--- src/rtl/mem_arbiter.sv ---
// ============================================================================
// Module      : mem_arbiter
// Description : Shares one single-port synchronous memory between a read-only
//               fetch requester (I) and a load/store requester (D) using a
//               req/ack handshake. Optional macro MEM_ARB_ROUND_ROBIN_EN
//               selects round-robin arbitration instead of fixed D-over-I.
// Revision    : 1.0  initial release
// ============================================================================
`default_nettype none

module mem_arbiter #(
  parameter int ADDR_WIDTH  = 32,
  parameter int MEM_LATENCY = 1
) (
  input  logic                  clk,
  input  logic                  rst,
  input  logic                  if_req,
  input  logic [ADDR_WIDTH-1:0] if_addr,
  output logic                  if_ack,
  output logic [31:0]           if_rdata,
  input  logic                  d_req,
  input  logic                  d_we,
  input  logic [3:0]            d_be,
  input  logic [ADDR_WIDTH-1:0] d_addr,
  input  logic [31:0]           d_wdata,
  output logic                  d_ack,
  output logic [31:0]           d_rdata,
  output logic                  mem_en,
  output logic [3:0]            mem_we,
  output logic [ADDR_WIDTH-1:0] mem_addr,
  output logic [31:0]           mem_wdata,
  input  logic [31:0]           mem_rdata,
  output logic                  busy,
  output logic                  gnt_d
);

  localparam logic [1:0] c_idle = 2'd0;
  localparam logic [1:0] c_wait = 2'd1;
  localparam logic [1:0] c_resp = 2'd2;
  localparam logic [2:0] c_lat  = 3'(MEM_LATENCY);

  logic [1:0] r_state;
  logic [2:0] r_cnt;
  logic       r_we;
  logic       w_any;
  logic       w_pick_d;
  logic       w_wr;

  assign w_any = if_req | d_req;

`ifdef MEM_ARB_ROUND_ROBIN_EN
  // Under contention the requester that did not own the last grant wins.
  assign w_pick_d = d_req & (~if_req | ~gnt_d);
`else
  assign w_pick_d = d_req;
`endif

  assign w_wr = w_pick_d & d_we;

  always_ff @(posedge clk or posedge rst) begin
    if (rst) begin
      r_state   <= c_idle;
      r_cnt     <= 3'd0;
      r_we      <= 1'b0;
      if_ack    <= 1'b0;
      if_rdata  <= 32'd0;
      d_ack     <= 1'b0;
      d_rdata   <= 32'd0;
      mem_en    <= 1'b0;
      mem_we    <= 4'd0;
      mem_addr  <= '0;
      mem_wdata <= 32'd0;
      busy      <= 1'b0;
      gnt_d     <= 1'b0;
    end else begin
      if_ack <= 1'b0;
      d_ack  <= 1'b0;
      mem_en <= 1'b0;
      mem_we <= 4'd0;
      case (r_state)
        c_idle, c_resp: begin
          if (w_any) begin
            r_state   <= c_wait;
            busy      <= 1'b1;
            gnt_d     <= w_pick_d;
            r_we      <= w_wr;
            r_cnt     <= c_lat;
            mem_en    <= 1'b1;
            mem_addr  <= w_pick_d ? d_addr : if_addr;
            mem_we    <= w_wr ? d_be : 4'd0;
            mem_wdata <= w_wr ? d_wdata : 32'd0;
          end else begin
            r_state <= c_idle;
          end
        end
        c_wait: begin
          // Reads leave WAIT on the edge where mem_rdata becomes valid.
          if (r_we || r_cnt == 3'd0) begin
            r_state <= c_resp;
            busy    <= 1'b0;
            if (gnt_d) begin
              d_ack <= 1'b1;
              if (!r_we) d_rdata <= mem_rdata;
            end else begin
              if_ack   <= 1'b1;
              if_rdata <= mem_rdata;
            end
          end else begin
            r_cnt <= r_cnt - 3'd1;
          end
        end
        default: begin
          r_state <= c_idle;
          busy    <= 1'b0;
        end
      endcase
    end
  end

endmodule

`default_nettype wire

--- config.mk ---
export PLATFORM = sky130hd
export DESIGN_NAME = mem_arbiter
export DESIGN_NICKNAME = d
export VERILOG_FILES = /design/src/rtl/mem_arbiter.sv
export SDC_FILE = /design/constraint.sdc
export NUM_CORES = 1
export LEC_CHECK = 0
export BUFFER_PORTS_ARGS = -buffer_cell sky130_fd_sc_hd__buf_2
export CORE_UTILIZATION = 46
export DETAILED_ROUTE_END_ITERATION = 7
export PLACE_DENSITY_LB_ADDON = 0.12
export SLEW_MARGIN = 10
export SYNTH_ARGS = -nofsm -noshare
export SYNTH_HDL_FRONTEND = slang
export SYNTH_SLANG_ARGS = --single-unit
--- constraint.sdc ---
create_clock -name clk -period 5.2 [get_ports clk]
set_input_delay 0.26 -clock clk [delete_from_list [all_inputs] [get_ports clk]]
set_output_delay 0.26 -clock clk [all_outputs]
set_load 0.05 [all_outputs]
==> flow_summary.toml <==
[grt]
grtUsageMet1 = 0.254
grt_pass1_vias = 4188
grt_max_degree = 100
overflow = 0
grt.total_usage = 0.211
use_met3 = 0.0595
grt-busiest-layer = "met2"
grt_pass1_wl_um = 20700
grtUsageMet2 = 0.345
antenna_found_initial = 0

[timing]
setup_ws_ns = 2.81
rsz0062_at_grt = "no"
finalHoldViolCount = 0
slew_viol_final = 0
skew_ns = 0.00685
timing.fmax_ghz = 0.418
whs_ns = 0.0406
tightest_slew_ns = 0.989
finalCritPeriodShare = 0.460
setup_viol = 0
fin_crit_ns = 2.39
setup_tns_ns = 0
maxSlewHeadroom = 0.340

[place]
io_buffers = 273
place_ws_ns = 2.48
place.gp.congestion = 0.727
place_hpwl_um = 9250

[layout]
diodes = 0
drive_gt1_frac = 0.508
seq_area_sq_mm = 0.00358
fillCellCount = 929
final_core_util = 0.647
nNetsFinal = 806
multi_input_area_sq_mm = 0.00196
area.growth.synth_to_final_pct = 37.0

[worst_setup_path]
crit_chain = "inv_1 > ha_1 > nor2b_2 > nand4b_4 > mux2_1"
crit_path_end_kind = "flip-flop"
crit_type = "flip-flop to flip-flop"
cp.required_ns = 5.48
critPathMaxStageDelay_ns = 0.73
arrival_ns = 2.67
crit_family = "simple AND/OR/NAND/NOR gates"
crit_fanout = 32
path_buf_inv = 1
cp_slowest_cell = "nand4b_4"
startpoint_type = "flip-flop"

[logic_synthesis]
synthFlopType = "dfrtp_1"
synthArstFlopShare = 1.00
synth_area_per_cell_sq_um = 14.3
synth_area_sq_mm = 0.00570
synth_edf_count = 0
yosys_warnings = 0
synth_area_leaders = "dfrtp_1 63%, mux2_4 7.9%, mux2_1 6.1%, mux2i_1 5.8%, a22o_1 4.9%"
synthCells = 397
yosysTopAreaCell = "dfrtp_1"
netlist_top_cells_count = "143 x dfrtp_1, 33 x mux2i_1, 33 x nand2_1"
yosysSeqAreaShare = 0.628
synth_most_common_cell = "dfrtp_1"
syn_nets = 536
synth.top_cell.area_share = 0.628
synth_seq_cells = 143
yosysUniqueCellTypes = 30

[min_path]
hold_class = "primary input to asynchronous set/reset pin"

[clock_network]
cts_setup_buffers = 0
clock_path_buffers = 2
holdBufCountCts = 0
cts_tree = "yes"
htree_levels = 4
cts_resized = 0
insertion_delay_ns = 0.41
cts_inserted_buffers = 17
numClockSinks = 143
clk_pin_slew_ns = 0.06
cts_root_buf = "clkbuf_16"

[run]
drv_cap = 0

[floorplan]
coreArea_sq_mm = 0.0121
start_util = 0.472
io_pins = 274
rows = 40
die_w_um = 113
dieArea_sq_mm = 0.0128
dieHeight_um = 113

[detailed_routing]
drc_errors = 0
via_per_inst = 4.88
route.vias.total = 4133
post_drt_wl_per_cell_um = 15.4
antenna_left = 0
routed_wirelength_um = 13100
first_iter_violations = 123
drtPass1Iterations = 4

[power_and_ir_drop]
power_mw = 6.32
power_leakage_nw = 4.22
p_per_area_mw_per_mm2 = 810
irDropWorstVdd_mv = 0.295

[outcome]
status = "completed"
area by class of cell:
class,count,share of cell area
multi-input cells,220,0.251
inverters,8,0.00449
repair buffers,277,0.182
flip-flops and latches,143,0.459
well taps,168,0.0269
clock inverters,4,0.00930
clock buffers,27,0.0683
cells in the final DEF, fill, tap and decap left out, types with 2 or more instances in the layout:
cell type / synthesis / routed
and2_1: 5 / 5
dfrtp_1: 143 / 143
mux2i_1: 33 / 33
inv_1: 8 / 7
a21oi_1: 2 / 2
buf_2: 19 / 273
mux2_2: 3 / 3
a22o_1: 32 / 32
a21o_1: 2 / 2
nor2_1: 2 / 2
o21ai_0: 32 / 32
mux2_4: 30 / 30
nand2_1: 33 / 33
clkbuf_16: 0 / 17
mux2_1: 31 / 31
clkbuf_8: 0 / 7
clkbuf_1: 4 / 3
buf_4: 0 / 3
ha_1: 2 / 2
bufinv_16: 0 / 2
state kept, by name, indices dropped and copies added (netlist names):
name and cells:
mem_wdata 32, busy 1, mem_en 1, r_cnt 3, if_rdata 32, mem_addr 32
if_ack 1, r_state 2, d_ack 1, r_we 1, d_rdata 32, gnt_d 1
mem_we 4
kinds of logic after synthesis:
logic type,after synthesis,share of synthesized area
fa+ha+maj,2,0.00439
compound gates,74,0.0925
mux,97,0.204
buf+inv,34,0.0305
flops,143,0.628
simple gates,47,0.0402
metal layers:
metal | vias up | share of wire
met2 | 178 | 0.49
met1 | 1982 | 0.42
met3 | 34 | 0.063
met5 | - | 0
li1 | 1939 | -
met4 | 0 | 0.031
power by group:
group / internal (mW) / switching (mW)
clock: 0.793 / 0.424
sequential: 1.62 / 0.262
combinational: 0.864 / 2.36
metrics by stage:
step                instances  area, sq um
CTS                       846         7770
global placement          815         7170
finish                    847         7800
global route              847         7800
floorplan                 397         5700
detailed placement        815         7170
final timing paths:
kind                         startpoint           end  slack [ns]  depth (start not counted)
min in group clk                d_be[1]     mem_we[1]        0.06                          2
max reg2reg                    r_cnt[0]   d_rdata[31]        2.81                          5
min                                 rst  mem_wdata[1]        0.04                          2
min reg2reg                mem_addr[17]  mem_addr[17]        0.47                          2
max in group asynchronous           rst   d_rdata[21]        4.00                          3
max                            r_cnt[0]   d_rdata[31]        2.81                          5
(Power assumes the default switching activity.)
